--- src/rtl/vram_arb.sv ---
// rtl/vram_arb.sv - VRAM arbiter: video / CPU / fill requesters onto one synchronous RAM port
//
// Purpose:
//   Chooses one winner at each rising edge and registers its address, write data
//   and write enable onto the RAM port. Video has priority. CPU and fill share the
//   remaining slots round-robin. A two-stage owner pipeline returns each read
//   (vid_valid / cpu_ack) and each write ack two edges after the grant.
//   Optional macro VRAM_ARB_STARVE_EN adds a saturating starvation counter that
//   forces a CPU slot after STARVE_LIMIT consecutive video wins and flags the lost
//   video slot on vid_stall.
//
// Ports:
//   clk, reset                      clock, asynchronous active-high reset
//   vid_req/vid_addr                fire-and-forget video fetch
//   vid_valid/vid_rdata/vid_stall   video response, lost-slot flag
//   cpu_req/cpu_we/cpu_addr/cpu_wdata, cpu_ack/cpu_rdata   CPU access
//   fill_req/fill_addr/fill_wdata, fill_ack                fill/clear writes
//   mem_addr/mem_wdata/mem_we, mem_rdata                   RAM port
module vram_arb #(
  parameter int ADDR_W       = 14,
  parameter int DATA_W       = 8,
  parameter int STARVE_LIMIT = 15
) (
  input  logic              clk,
  input  logic              reset,
  input  logic              vid_req,
  input  logic [ADDR_W-1:0] vid_addr,
  output logic              vid_valid,
  output logic [DATA_W-1:0] vid_rdata,
  input  logic              cpu_req,
  input  logic              cpu_we,
  input  logic [ADDR_W-1:0] cpu_addr,
  input  logic [DATA_W-1:0] cpu_wdata,
  output logic              cpu_ack,
  output logic [DATA_W-1:0] cpu_rdata,
  input  logic              fill_req,
  input  logic [ADDR_W-1:0] fill_addr,
  input  logic [DATA_W-1:0] fill_wdata,
  output logic              fill_ack,
  output logic [ADDR_W-1:0] mem_addr,
  output logic [DATA_W-1:0] mem_wdata,
  output logic              mem_we,
  input  logic [DATA_W-1:0] mem_rdata,
  output logic              vid_stall
);

  typedef enum logic [1:0] {
    OWN_NONE = 2'd0,
    OWN_VID  = 2'd1,
    OWN_CPU  = 2'd2,
    OWN_FILL = 2'd3
  } owner_e;

  owner_e              s1_q, s1_d, s2_q, s2_d, grant;
  logic [ADDR_W-1:0]   mem_addr_q, mem_addr_d;
  logic [DATA_W-1:0]   mem_wdata_q, mem_wdata_d;
  logic                mem_we_q, mem_we_d;
  logic                last_rr_q, last_rr_d;   // 0 = CPU granted last, 1 = fill
  logic                cpu_elig, fill_elig, force_cpu;

  // A requester stays ineligible while its grant sits in either pipeline stage,
  // which covers edges E1 and E2 where its req is still high.
  assign cpu_elig  = cpu_req  && (s1_q != OWN_CPU)  && (s2_q != OWN_CPU);
  assign fill_elig = fill_req && (s1_q != OWN_FILL) && (s2_q != OWN_FILL);

`ifdef VRAM_ARB_STARVE_EN
  localparam int CW = $clog2(STARVE_LIMIT + 1);
  localparam logic [CW-1:0] LIMIT = CW'(STARVE_LIMIT);

  logic [CW-1:0] starve_q, starve_d;
  logic          stall1_q, stall1_d, stall2_q, stall2_d;

  assign force_cpu = cpu_elig && (starve_q == LIMIT);

  always_comb begin
    starve_d = starve_q;
    if (!cpu_req || grant == OWN_CPU)
      starve_d = '0;
    else if (grant == OWN_VID && cpu_elig && starve_q != LIMIT)
      starve_d = starve_q + CW'(1);
    // Stall rides the pipeline so it lines up with the vid_valid it replaces.
    stall1_d = force_cpu && vid_req;
    stall2_d = stall1_q;
  end

  always_ff @(posedge clk or posedge reset) begin
    if (reset) begin
      starve_q <= '0;
      stall1_q <= 1'b0;
      stall2_q <= 1'b0;
    end else begin
      starve_q <= starve_d;
      stall1_q <= stall1_d;
      stall2_q <= stall2_d;
    end
  end

  assign vid_stall = stall2_q;
`else
  assign force_cpu = 1'b0;
  assign vid_stall = 1'b0;
`endif

  always_comb begin
    grant       = OWN_NONE;
    last_rr_d   = last_rr_q;
    mem_addr_d  = mem_addr_q;
    mem_wdata_d = mem_wdata_q;
    mem_we_d    = 1'b0;

    if (force_cpu)
      grant = OWN_CPU;
    else if (vid_req)
      grant = OWN_VID;
    else if (cpu_elig && fill_elig)
      grant = last_rr_q ? OWN_CPU : OWN_FILL;
    else if (cpu_elig)
      grant = OWN_CPU;
    else if (fill_elig)
      grant = OWN_FILL;

    case (grant)
      OWN_VID: begin
        mem_addr_d = vid_addr;
      end
      OWN_CPU: begin
        mem_addr_d  = cpu_addr;
        mem_wdata_d = cpu_wdata;
        mem_we_d    = cpu_we;
        last_rr_d   = 1'b0;
      end
      OWN_FILL: begin
        mem_addr_d  = fill_addr;
        mem_wdata_d = fill_wdata;
        mem_we_d    = 1'b1;
        last_rr_d   = 1'b1;
      end
      default: ;
    endcase

    s1_d = grant;
    s2_d = s1_q;
  end

  always_ff @(posedge clk or posedge reset) begin
    if (reset) begin
      s1_q        <= OWN_NONE;
      s2_q        <= OWN_NONE;
      mem_addr_q  <= '0;
      mem_wdata_q <= '0;
      mem_we_q    <= 1'b0;
      last_rr_q   <= 1'b1;
    end else begin
      s1_q        <= s1_d;
      s2_q        <= s2_d;
      mem_addr_q  <= mem_addr_d;
      mem_wdata_q <= mem_wdata_d;
      mem_we_q    <= mem_we_d;
      last_rr_q   <= last_rr_d;
    end
  end

  assign mem_addr  = mem_addr_q;
  assign mem_wdata = mem_wdata_q;
  assign mem_we    = mem_we_q;

  // Stage 2 owner coincides with the RAM returning data for that slot.
  assign vid_valid = (s2_q == OWN_VID);
  assign cpu_ack   = (s2_q == OWN_CPU);
  assign fill_ack  = (s2_q == OWN_FILL);
  assign vid_rdata = mem_rdata;
  assign cpu_rdata = mem_rdata;

endmodule

--- config.mk ---
export PLATFORM = sky130hd
export DESIGN_NAME = vram_arb
export DESIGN_NICKNAME = d
export VERILOG_FILES = /design/src/rtl/vram_arb.sv
export SDC_FILE = /design/constraint.sdc
export NUM_CORES = 1
export LEC_CHECK = 0
export CORE_MARGIN = 4
export CORE_UTILIZATION = 36
export DETAILED_ROUTE_END_ITERATION = 12
export GPL_ROUTABILITY_DRIVEN = 0
export PLACE_DENSITY_LB_ADDON = 0.15
export SYNTH_ARGS = -nofsm -noshare
export SYNTH_HDL_FRONTEND = slang
export SYNTH_SLANG_ARGS = --single-unit
export TNS_END_PERCENT = 100
--- constraint.sdc ---
create_clock -name clk -period 2.1 [get_ports clk]
set_input_delay 0.42 -clock clk [delete_from_list [all_inputs] [get_ports clk]]
set_output_delay 0.42 -clock clk [all_outputs]
set_load 0.005 [all_outputs]
After elaboration in Yosys (flattened, before gate mapping)
Index checks and enable logic that the tools add are counted.
{"block": "word_totals", "reg_bits": 28, "input_bits": 72, "output_inout_bits": 43, "elab_cells": 32}
{"block": "classes", "n_eq_ne": 10, "n_mux": 9, "n_reduce_logical": 7}
{"cell": "$pmux W14 S3", "n": 1}
{"cell": "$pmux W8 S2", "n": 1}
{"cell": "$eq A2 B2 Y1 const B", "n": 4}
{"cell": "$mux W2", "n": 4}
{"cell": "$ne A2 B2 Y1 const B", "n": 4}
{"cell": "$logic_and A1 B1 Y1", "n": 5}
{"cell": "$eq A2 B1 Y1 const B", "n": 2}
{"cell": "$pmux W1 S2", "n": 2}
{"cell": "$reduce_bool A3 Y1", "n": 1}
{"cell": "$reduce_bool A2 Y1", "n": 1}
{"cell": "$mux W1", "n": 1}

Longest topological paths before layout
{"block": "depth", "depth_word": 9, "ltp_mapped": 6, "depth_no_buf": 4}

Worst setup path after synthesis
Ideal clock, no wire load.
{"block": "synth_path", "path_type": "register -> register", "start": "register s1_q[0]", "end": "register mem_wdata_q[0] (netlist: mem_wdata[0])", "setup_ns": 0.126, "arrival_ns": 1.363, "t_required_ns": 1.974, "slack_ns": 0.611, "path_stages_with_launch": 6, "path_buffers": 1, "synth_period_minus_slack_ns": 1.489, "path_cell_list": "dfrtp_1 > a22oi_2 > nand2_4 > a21o_1 > buf_4 > a221o_1"}
{"block": "synth_between", "elab_chain_cells": 9, "word_cells_on_any_way": 15, "cone_classes": "4 x eq/ne; 5 x mux; 6 x reduce/logical"}
{"item": "start, declared", "line": "54", "source": "owner_e s1_q, s1_d, s2_q, s2_d, grant;"}
{"item": "start signal, assigned", "line": "147", "source": "s1_q <= OWN_NONE;"}
{"item": "start signal, assigned", "line": "154", "source": "s1_q <= s1_d;"}
{"item": "$ne A2 B2 Y1", "line": "64", "source": "assign fill_elig = fill_req && (s1_q != OWN_FILL) && (s2_q != OWN_FILL);"}
{"item": "$logic_and A1 B1 Y1 (2 in series)", "line": "64"}
{"item": "$mux W2", "line": "119", "source": "else if (fill_elig)"}
{"item": "$mux W2", "line": "117", "source": "else if (cpu_elig)"}
{"item": "$mux W2 *", "line": "115", "source": "else if (cpu_elig && fill_elig)"}
{"item": "$mux W2 *", "line": "113", "source": "else if (vid_req)"}
{"item": "$eq A2 B2 Y1", "line": "122", "source": "case (grant)"}
{"item": "$pmux W8 S2 / $reduce_bool A2 Y1 (equally long branches)"}
{"item": "end signal, assigned", "line": "157", "source": "mem_wdata_q <= mem_wdata_d;"}
{"item": "end, declared", "line": "56", "source": "logic [DATA_W-1:0] mem_wdata_q, mem_wdata_d;"}
Every way passes the cells marked *; elsewhere a longest branch is shown, timed or not.
A chain may end at the register's enable or synchronous reset.

Worst setup path in the final report
{"block": "layout_path", "start": "register s2_q[0]", "end": "output cpu_ack"}
{"block": "layout_between", "elab_chain_cells": 1}
{"item": "start, declared", "line": "54"}
{"item": "start signal, assigned", "line": "148", "source": "s2_q <= OWN_NONE;"}
{"item": "start signal, assigned", "line": "155", "source": "s2_q <= s2_d;"}
{"item": "$eq A2 B2 Y1", "line": "169", "source": "assign cpu_ack = (s2_q == OWN_CPU);"}
{"item": "end, declared", "line": "34", "source": "output logic cpu_ack,"}
Every way passes these cells.

==> flow_summary.ini <==
[finish]
final_net_count = 302
n_antenna_cell = 0
mostFrequentLayoutCells = clkdlybuf4s50_1, dfrtp_1
syn_to_final_growth_pct = 53.77
seqCellArea_um2 = 701.9
multiInputGateArea_um2 = 772.0
num-fill-cells = 369
final_common_cell = clkdlybuf4s50_1
postLayoutCellArea_um2 = 2626
drive_gt1_frac = 0.1048
final_core_util = 0.5870
stdcell_count = 281

[global_routing]
grt_usage = 0.1841
grt_max_degree = 29
grt_first_pass_wirelength_um = 8832
grt_antenna_before_repair = 0
overflow = 0
grt_pass1_vias = 1749

[route]
firstDrtPassIters = 4
vias = 1630
drc = 0
wirelength_um = 5585
ant_nets = 0
via_per_inst = 5.801
wl_per_cell_um = 19.88
drt_iter0_drc = 122

[die]
initial_core_util = 0.3817
dieWidth_um = 76.88
num_io_pins = 115
dieArea_um2 = 5910
coreArea_um2 = 4474
row_count = 24
die-height_um = 76.88

[place]
postPlaceCellArea_um2 = 2555
dp_cells = 277
hpwl_um = 4075
portBuffers = 89

[run_status]
status = complete, no violations

[clocking]
cts_buffers = 3
cts_tree = built
cts_root_buf = clkbuf_8
worstSkewPairLatency_ps = 270
clkTransAtPathRegs_ps = 100
cts.repair.resized = 0
cts_buffer_depth = 2
cts_setup_buffers = 0
h-tree-depth = 1
cts_num_sinks = 28
holdBufCountCts = 0

[min_path]
hold_start = s1_q[0]
min_path_type = reg2reg

[timing]
rsz0062_at_grt = false
fin_setup_tns_ps = 0
period_share = 0.9356
period_needed_ps = 1965
drv_slew = 0
setup_viol = 0
fmax_ghz = 0.5090
fin_skew_ps = 4.995
hold_viol = 0

[setup_path]
crit_fanout = 4
worstPathRequired_ps = 1680
cp.arrival_ps = 1540
r2r_start = s2_q[0]
worst-setup-path-type = reg2out
end_kind = output port
crit_path_start = s2_q[0]
startpoint_type = flip-flop

[yosys]
synthCells = 158
synth_area_um2 = 1708
avgSynthCellArea_um2 = 10.81
ys_ff_latch = 28
synthArstFlopShare = 1.000
synth_edf_count = 0
seq_area_frac_synth = 0.4110
ys_types = 28
ys_warn_count = 0
syn_nets = 230
yosys_most_used_dff = dfrtp_1

[power]
power_leakage_uw = 0.001074
power_density_nw_per_um2 = 672.3
max-vdd-ir-drop_uv = 426.5

[job]
cap_violations = 0
==> power breakdown <==
group	internal, µW	switching (µW)	total (µW)
Combinational	406	239	645
Sequential	633	64.8	698
Clock	255	168	423
Total	1290	471	1770
==> routing by layer <==
| metal | share of wire | vias up | global-route usage |
|---|---|---|---|
| li1 | - | 761 | - |
| met1 | 0.42 | 786 | 0.2343 |
| met2 | 0.50 | 67 | 0.3075 |
| met3 | 0.066 | 16 | 0.04567 |
| met4 | 0.015 | 0 | 0.05435 |
| met5 | 0 | - | 0 |
==> path summary, 6_finish.rpt <==
path	end	slack, ps	depth (start not counted)
worst max-delay path	cpu_ack	140	3
worst min-delay path	s2_q[0]	440	0
worst max register to register	mem_wdata[0]	380	4
worst min register to register	s2_q[0]	440	0
max in group asynchronous	last_rr_q	1280	3
min in group asynchronous	mem_addr[7]	510	3
==> cell usage after synthesis, types with 2 or more instances <==
master     count  area share
a32oi_1       14       0.072
inv_1          4      0.0088
and3_1        14       0.051
clkbuf_1       7       0.015
nor2b_1        2      0.0073
nor4b_1        8       0.041
a221o_1        8       0.047
a2bb2oi_1     14       0.072
a21o_1         2      0.0088
buf_2          7       0.021
dfrtp_1       27        0.40
nand3_1        2      0.0059
buf_4         21       0.092
o221ai_1      14       0.072
==> registers in the layout, summed over array words and instances, names as in the netlist <==
name	flops
last_rr_q	1
mem_addr	14
mem_wdata	8
mem_we	1
s1_q	2
s2_q	2
==> critical path, stage by stage (launching register included) <==
cell,delay (ps)
dfrtp_1,420
nand2b_1,240
inv_1,110
clkdlybuf4s50_1,500
==> cell type report <==
type                            count  area share
Multi-Input combinational cell     91      0.2939
Inverter                            4    0.005717
Tap cell                           52     0.02477
Clock buffer                        3     0.01572
Sequential cell                    28      0.2673
Clock inverter                      1     0.01143
Timing Repair Buffer              102      0.3811
==> logic make-up after synthesis <==
family	Yosys count	share of synthesized area
buf+inv	39	0.1370
simple gates	34	0.1480
compound gates	56	0.3018
flops	28	0.4110
other cells	1	0.002196
==> stage by stage <==
stage / total power, µW / hold WS [ps] / worst slack [ps]
after floorplan: 996.6 / 383.2 / 610.5
after global placement: 1343 / 403.2 / 172.9
after detailed placement: 1352 / 420.7 / 148.2
after CTS: 1783 / 441.6 / 114.3
after global routing: 1866 / 460.2 / 68.40
final: 1766 / 439.7 / 135.3
(Power assumes the default switching activity.)
